### config.mk
export PLATFORM = sky130hd
export DESIGN_NAME = z80_io_responder
export DESIGN_NICKNAME = d
export VERILOG_FILES = /design/src/rtl/z80_io_pkg.sv /design/src/rtl/z80_tick_timer.sv /design/src/rtl/z80_io_responder.sv
export SDC_FILE = /design/constraint.sdc
export NUM_CORES = 1
export LEC_CHECK = 0
export ABC_AREA = 1
export CAP_MARGIN = 20
export CORE_MARGIN = 2
export CORE_UTILIZATION = 50
export DETAILED_ROUTE_END_ITERATION = 10
export PLACE_DENSITY = 0.71
export SLEW_MARGIN = 5
export SYNTH_ARGS = -nofsm -noshare
export SYNTH_HDL_FRONTEND = slang
export SYNTH_HIERARCHICAL = 1
export SYNTH_SLANG_ARGS = --single-unit
export TNS_END_PERCENT = 1
### constraint.sdc
create_clock -name clock -period 2.01 [get_ports clock]
set_input_delay 0.201 -clock clock [delete_from_list [all_inputs] [get_ports clock]]
set_output_delay 0.201 -clock clock [all_outputs]
set_load 0.02 [all_outputs]
### src/rtl/z80_io_pkg.sv
// Register map and control-bit positions shared by the Z80 I/O responder
// and its timer.
package z80_io_pkg;

  typedef enum logic [1:0] {
    REG_CTRL = 2'd0,
    REG_RLO  = 2'd1,
    REG_RHI  = 2'd2,
    REG_VEC  = 2'd3
  } reg_sel_e;

  localparam int CTRL_TEN = 0;
  localparam int CTRL_IEN = 1;
  localparam int CTRL_CLR = 7;

  function automatic logic [7:0] read_mux(
    input reg_sel_e    sel,
    input logic        pending,
    input logic [1:0]  ctrl,
    input logic [15:0] reload,
    input logic [7:0]  vector
  );
    case (sel)
      REG_CTRL: read_mux = {pending, 5'b0, ctrl};
      REG_RLO:  read_mux = reload[7:0];
      REG_RHI:  read_mux = reload[15:8];
      default:  read_mux = vector;
    endcase
  endfunction

endpackage

### src/rtl/z80_tick_timer.sv
// 16-bit down-counter that reloads on reaching zero and flags the expiry
// during the clock in which the reload happens.
module z80_tick_timer
  import z80_io_pkg::*;
(
  input  logic        clock,
  input  logic        reset,
  input  logic        enable,
  input  logic        load,
  input  logic [15:0] load_value,
  input  logic [15:0] reload,
  output logic        expire
);

  logic [15:0] count_q, count_d;

  // A software load overrides counting so the new period starts cleanly.
  always_comb begin
    count_d = count_q;
    expire  = 1'b0;
    if (load) begin
      count_d = load_value;
    end else if (enable) begin
      if (count_q == 16'd0) begin
        count_d = reload;
        expire  = 1'b1;
      end else begin
        count_d = count_q - 16'd1;
      end
    end
  end

  always_ff @(posedge clock or negedge reset) begin
    if (!reset) count_q <= 16'hFFFF;
    else        count_q <= count_d;
  end

endmodule

### src/rtl/z80_io_responder.sv
// Z80 bus I/O peripheral: 4-port register window with wait states, a periodic
// timer interrupt and IM2 vector supply during interrupt acknowledge.
module z80_io_responder #(
  parameter logic [7:0] BASE        = 8'h3C,
  parameter int         WAIT_CYCLES = 2
) (
  input  logic       clock,
  input  logic       reset,
  input  logic [7:0] a,
  input  logic [7:0] di,
  output logic [7:0] dout,
  output logic       oe,
  input  logic       m1,
  input  logic       iorq,
  input  logic       rd,
  input  logic       wr,
  output logic       wa1t,
  output logic       intr
);
  import z80_io_pkg::*;

  logic        iorq_q;
  logic [1:0]  ctrl_q, ctrl_d;
  logic [15:0] reload_q, reload_d;
  logic [7:0]  vector_q, vector_d;
  logic        pending_q, pending_d;
  logic [7:0]  wcnt_q, wcnt_d;
  logic [7:0]  dout_q, dout_d;
  logic        oe_q, oe_d;
  logic        wa1t_q;
  logic        intr_q;

  logic        start, io_start, ack_start, timer_load, timer_expire, clear;
  reg_sel_e    sel;

  // iorq_q resets low so an iorq held low across reset release is not a start.
  assign start     = !iorq && iorq_q;
  assign io_start  = start && m1 && (a[7:2] == BASE[7:2]);
  assign ack_start = start && !m1 && !intr_q;
  assign sel       = reg_sel_e'(a[1:0]);

  always_comb begin
    ctrl_d     = ctrl_q;
    reload_d   = reload_q;
    vector_d   = vector_q;
    timer_load = 1'b0;
    clear      = ack_start;
    if (io_start && !wr) begin
      case (sel)
        REG_CTRL: begin
          ctrl_d = di[CTRL_IEN:CTRL_TEN];
          clear  = di[CTRL_CLR];
        end
        REG_RLO: reload_d[7:0] = di;
        REG_RHI: begin
          reload_d[15:8] = di;
          timer_load     = 1'b1;
        end
        default: vector_d = di;
      endcase
    end
    // A same-cycle expiry must win over any clear.
    pending_d = pending_q;
    if (clear)        pending_d = 1'b0;
    if (timer_expire) pending_d = 1'b1;
  end

  always_comb begin
    dout_d = dout_q;
    oe_d   = oe_q;
    if (iorq) begin
      dout_d = 8'hFF;
      oe_d   = 1'b0;
    end else if (io_start && !rd) begin
      dout_d = read_mux(sel, pending_q, ctrl_q, reload_q, vector_q);
      oe_d   = 1'b1;
    end else if (ack_start) begin
      dout_d = vector_q;
      oe_d   = 1'b1;
    end
    wcnt_d = wcnt_q;
    if (io_start)              wcnt_d = 8'(WAIT_CYCLES);
    else if (wcnt_q != 8'd0)   wcnt_d = wcnt_q - 8'd1;
  end

  z80_tick_timer u_timer (
    .clock      (clock),
    .reset      (reset),
    .enable     (ctrl_q[CTRL_TEN]),
    .load       (timer_load),
    .load_value (reload_d),
    .reload     (reload_q),
    .expire     (timer_expire)
  );

  always_ff @(posedge clock or negedge reset) begin
    if (!reset) begin
      iorq_q    <= 1'b0;
      ctrl_q    <= 2'b00;
      reload_q  <= 16'hFFFF;
      vector_q  <= 8'hFF;
      pending_q <= 1'b0;
      wcnt_q    <= 8'd0;
      dout_q    <= 8'hFF;
      oe_q      <= 1'b0;
      wa1t_q    <= 1'b1;
      intr_q    <= 1'b1;
    end else begin
      iorq_q    <= iorq;
      ctrl_q    <= ctrl_d;
      reload_q  <= reload_d;
      vector_q  <= vector_d;
      pending_q <= pending_d;
      wcnt_q    <= wcnt_d;
      dout_q    <= dout_d;
      oe_q      <= oe_d;
      wa1t_q    <= (wcnt_d == 8'd0);
      intr_q    <= ~(pending_q & ctrl_q[CTRL_IEN]);
    end
  end

  assign dout = dout_q;
  assign oe   = oe_q;
  assign wa1t = wa1t_q;
  assign intr = intr_q;

endmodule

==> results.sh <==
export IMPL_status="completed"
export IMPL_grt_max_degree=64
export IMPL_die_height_microns=92.22
export IMPL_synth_seq_cells=63
export IMPL_buffer_levels_on_the_longest_clock_path=2
export IMPL_cts_root_buffer_cell="sky130_fd_sc_hd__clkbuf_8"
export IMPL_port_buffers=32
export IMPL_final_max_slew_violation_count=0
export IMPL_final_core_util=0.6088
export IMPL_setup_ws_ns=0.1797
export IMPL_clk_pin_slew_ns=0.08
export IMPL_grt_antenna_before_repair=0
export IMPL_cts_post_setup_buffers_inserted=0
export IMPL_flow_area_growth_from_synthesis_pct=19.65
export IMPL_fraction_of_final_layout_cells_sized_beyond_drive_strength_1=0.2345
export IMPL_drt_iter0_drc=123
export IMPL_cts_tree="built"
export IMPL_timing_critical_path_cells="inv_1 > ha_1 > nand3_1 > nor2_4 > nand2_4 > o21ai_0 > o211ai_2 > nand3_1"
export IMPL_cp_top_family="simple AND/OR/NAND/NOR gates"
export IMPL_starting_density_of_the_core=0.5088
export IMPL_max_cap_violations=0
export IMPL_placeableCoreArea_sq_um=7647
export IMPL_finish_net_count=601
export IMPL_grt_pass1_vias=3348
export IMPL_routed_wl_microns=9006
export IMPL_worst_setup_path_start_kind="register"
export IMPL_tns_ns=0
export IMPL_row_count=32
export IMPL_post_place_ws_ns=-0.05430
export IMPL_ys_warnings_count=6
export IMPL_critPathMaxStageDelay_ns=0.56
export IMPL_ys_dominant_reg_cell="sky130_fd_sc_hd__dfstp_2"
export IMPL_numCtsBuffers=9
export IMPL_groute_usage_overall=0.2311
export IMPL_io_pins=33
export IMPL_timing_critical_path_mode_cell="sky130_fd_sc_hd__nand3_1"
export IMPL_grt_overflow_total=0
export IMPL_crit_type="reg -> reg"
export IMPL_async_reset_ff_frac=1.000
export IMPL_seq_area_frac_synth=0.4212
export IMPL_fillers=694
export IMPL_power_per_cell_area_nw_per_um2=704.6
export IMPL_ant_nets=0
export IMPL_quantity_of_gates_resized_following_cts=0
export IMPL_fin_worst_skew_ns=0.01195
export IMPL_worstSkewPairLatency_ns=0.35
export IMPL_path_max_fanout=28
export IMPL_critical_path_n_buffers_inverters=1
export IMPL_hold_viol=0
export IMPL_detailroute_via_count=3444
export IMPL_wp_data_required_ns=2.28
export IMPL_wl_per_cell_microns=13.21
export IMPL_htree_levels=3
export IMPL_worst_ep_arrival_time_ns=2.10
export IMPL_power_leakage_uw=0.002280
export IMPL_final_period_minus_worst_setup_slack_ns=1.830
export IMPL_cts_hold_repair_buffers=1
export IMPL_final_setup_violation_count=0
export IMPL_synth_enable_flop_cells=0
export IMPL_tightestPinTransition_ns=0.3681
export IMPL_critPathSlowestCell="sky130_fd_sc_hd__dfstp_2"
export IMPL_die_w_microns=92.22
export IMPL_cts_sink_count=63
export IMPL_design_die_area_sq_um=8505
export IMPL_vdd_ir_drop_max_mv=0.3090
export IMPL_rsz0062_at_grt="false"
export IMPL_syn_cell_area_sq_um=3891
export IMPL_synth_net_count=547
export IMPL_num_antenna_cells=0
export IMPL_drc=0
export IMPL_initial_drt_pass_iterations=4
export IMPL_finalCritPeriodShare=0.9106
export IMPL_globalplace_congestion=0.8884
export IMPL_critPathCaptureType="register"
export IMPL_min_delay_path_class="in -> async"
export IMPL_netlist_instances=521
export IMPL_synth_lib_cells_used_distinct=31
export IMPL_dpl_hpwl_microns=6707
export IMPL_achievable_frequency_mhz=546.4
export IMPL_synth_area_per_cell_sq_um=7.469
export IMPL_slew_headroom=0.7544
export IMPL_drt_vias_per_instance=5.050
export IMPL_first_pass_grt_wire_length_microns=15640
[state kept, by name, summed over array words and instances, names as in the netlist]
name and flops:
dout 8, iorq_q 1, intr 1, ctrl_q 2, u_timer/count_q 16, pending_q 1
wa1t 1, vector_q 8, wcnt_q 8, oe 1, reload_q 16
[worst paths after layout]
kind                                                     start                         endpoint  slack [ns]  depth (start not counted)
worst max-delay path            u_timer/count_q[1]$_DFFE_PN1P_   u_timer/count_q[4]$_DFFE_PN1P_        0.18                          8
worst max register to register  u_timer/count_q[1]$_DFFE_PN1P_   u_timer/count_q[4]$_DFFE_PN1P_        0.18                          8
min in group clock                       pending_q$_DFFE_PN0P_                   intr$_DFF_PN1_        0.43                          1
worst min register to register           pending_q$_DFFE_PN0P_                   intr$_DFF_PN1_        0.43                          1
max in group asynchronous                                reset  u_timer/count_q[11]$_DFFE_PN1P_        1.30                          3
worst min-delay path                                     reset              wcnt_q[1]$_DFF_PN0_        0.38                          3
[per-layer routing]
metal / global-route usage / wire length (microns) / part of all wire
met5: 0 / 0 / 0
met4: 0.06219 / 107 / 0.012
met3: 0.04684 / 334 / 0.037
met2: 0.3805 / 4162 / 0.46
met1: 0.3117 / 4402 / 0.49
[layout by cell type, fill, tap and decap left out, types with 2 or more instances in the layout]
cell / synthesis / final
sky130_fd_sc_hd__nand2_1: 178 / 178
sky130_fd_sc_hd__a21oi_1: 17 / 17
sky130_fd_sc_hd__o21ai_0: 17 / 17
sky130_fd_sc_hd__dfrtp_1: 13 / 13
sky130_fd_sc_hd__inv_2: 2 / 2
sky130_fd_sc_hd__nand3_1: 38 / 38
sky130_fd_sc_hd__buf_12: 0 / 3
sky130_fd_sc_hd__nand4_1: 8 / 8
sky130_fd_sc_hd__dfstp_2: 50 / 50
sky130_fd_sc_hd__nand2_4: 5 / 5
sky130_fd_sc_hd__o21ai_1: 10 / 10
sky130_fd_sc_hd__clkdlybuf4s50_1: 0 / 31
sky130_fd_sc_hd__clkinv_2: 1 / 3
sky130_fd_sc_hd__a22oi_1: 7 / 7
sky130_fd_sc_hd__clkbuf_8: 0 / 9
sky130_fd_sc_hd__o211ai_2: 9 / 9
sky130_fd_sc_hd__nor2_2: 11 / 11
sky130_fd_sc_hd__clkinv_4: 0 / 3
sky130_fd_sc_hd__inv_1: 51 / 51
sky130_fd_sc_hd__nor2_1: 61 / 61
sky130_fd_sc_hd__xor2_1: 3 / 3
sky130_fd_sc_hd__a21oi_2: 3 / 3
sky130_fd_sc_hd__nor2_8: 3 / 3
sky130_fd_sc_hd__nand3_2: 6 / 6
sky130_fd_sc_hd__ha_1: 4 / 4
sky130_fd_sc_hd__nand2_2: 5 / 5
sky130_fd_sc_hd__nor2_4: 4 / 4
sky130_fd_sc_hd__buf_4: 1 / 17
sky130_fd_sc_hd__nor3_1: 2 / 2
[worst reg2reg max path, delay by kind of cell (launching register included)]
kind | cells | cell delay, ns
adder cells (fa/ha/maj) | 1 | 0.22
AND/OR/NAND/NOR | 4 | 0.58
flip-flops | 1 | 0.56
AO/OA/AOI/OAI | 2 | 0.30
buffers and inverters | 1 | 0.09
[logic make-up (layout without fill, tap and decap cells)]
kind of cell	after synthesis	after routing	share of synthesized area
adders and majority gates	4	4	0.01286
AOI/OAI and AO/OA	64	64	0.1077
xor gates and xnor gates	3	3	0.006754
buffers and inverters	65	124	0.07234
DFF	63	63	0.4212
and+or+nand+nor	322	322	0.3791
[stage by stage]
| stage | hold WS (ns) | total power (uW) | instances | cell area [sq um] |
|---|---|---|---|---|
| 6_report | 0.3800 | 3280 | 682 | 4656 |
| 2_1_floorplan | -0.09459 | 1966 | 521 | 3891 |
| 4_1_cts | 0.3926 | 3306 | 682 | 4656 |
| 3_3_place_gp | 0.2309 | 2165 | 665 | 4448 |
| 3_5_place_dp | 0.2346 | 2182 | 665 | 4448 |
| 5_1_grt | 0.4359 | 3470 | 682 | 4656 |
[synthesized netlist by cell type (3+ instances only)]
master | count | area share
sky130_fd_sc_hd__nand2_1 | 178 | 0.17
sky130_fd_sc_hd__xor2_1 | 3 | 0.0068
sky130_fd_sc_hd__inv_1 | 51 | 0.049
sky130_fd_sc_hd__nand3_1 | 38 | 0.049
sky130_fd_sc_hd__clkbuf_1 | 3 | 0.0029
sky130_fd_sc_hd__buf_6 | 4 | 0.012
sky130_fd_sc_hd__o21ai_1 | 10 | 0.013
sky130_fd_sc_hd__a21oi_2 | 3 | 0.0068
sky130_fd_sc_hd__nor2_1 | 61 | 0.059
sky130_fd_sc_hd__nand2_4 | 5 | 0.014
sky130_fd_sc_hd__nor2_4 | 4 | 0.012
sky130_fd_sc_hd__a21oi_1 | 17 | 0.022
sky130_fd_sc_hd__o21ai_0 | 17 | 0.022
sky130_fd_sc_hd__nor2_8 | 3 | 0.015
sky130_fd_sc_hd__nand2_2 | 5 | 0.0080
sky130_fd_sc_hd__dfstp_2 | 50 | 0.34
sky130_fd_sc_hd__dfrtp_1 | 13 | 0.084
sky130_fd_sc_hd__nor2_2 | 11 | 0.018
sky130_fd_sc_hd__nand3_2 | 6 | 0.015
sky130_fd_sc_hd__o211ai_2 | 9 | 0.029
sky130_fd_sc_hd__ha_1 | 4 | 0.013
sky130_fd_sc_hd__nand4_1 | 8 | 0.013
sky130_fd_sc_hd__a22oi_1 | 7 | 0.014
[final cells by class]
type / instances / area, sq um / share of cell area
multi-input cells: 393 / 1971 / 0.4233
flip-flops and latches: 63 / 1639 / 0.3521
repair buffers: 53 / 513.0 / 0.1102
inverters: 55 / 207.7 / 0.04461
well taps: 102 / 127.6 / 0.02741
clock buffers: 9 / 123.9 / 0.02661
clock inverters: 7 / 73.82 / 0.01586
[where the power goes]
part / internal (uW) / switching, uW / total, uW
clock: 574 / 539 / 1110
combinational: 256 / 424 / 680
sequential: 1400 / 91.3 / 1490
No activity file was read; power rests on OpenSTA's default activity.
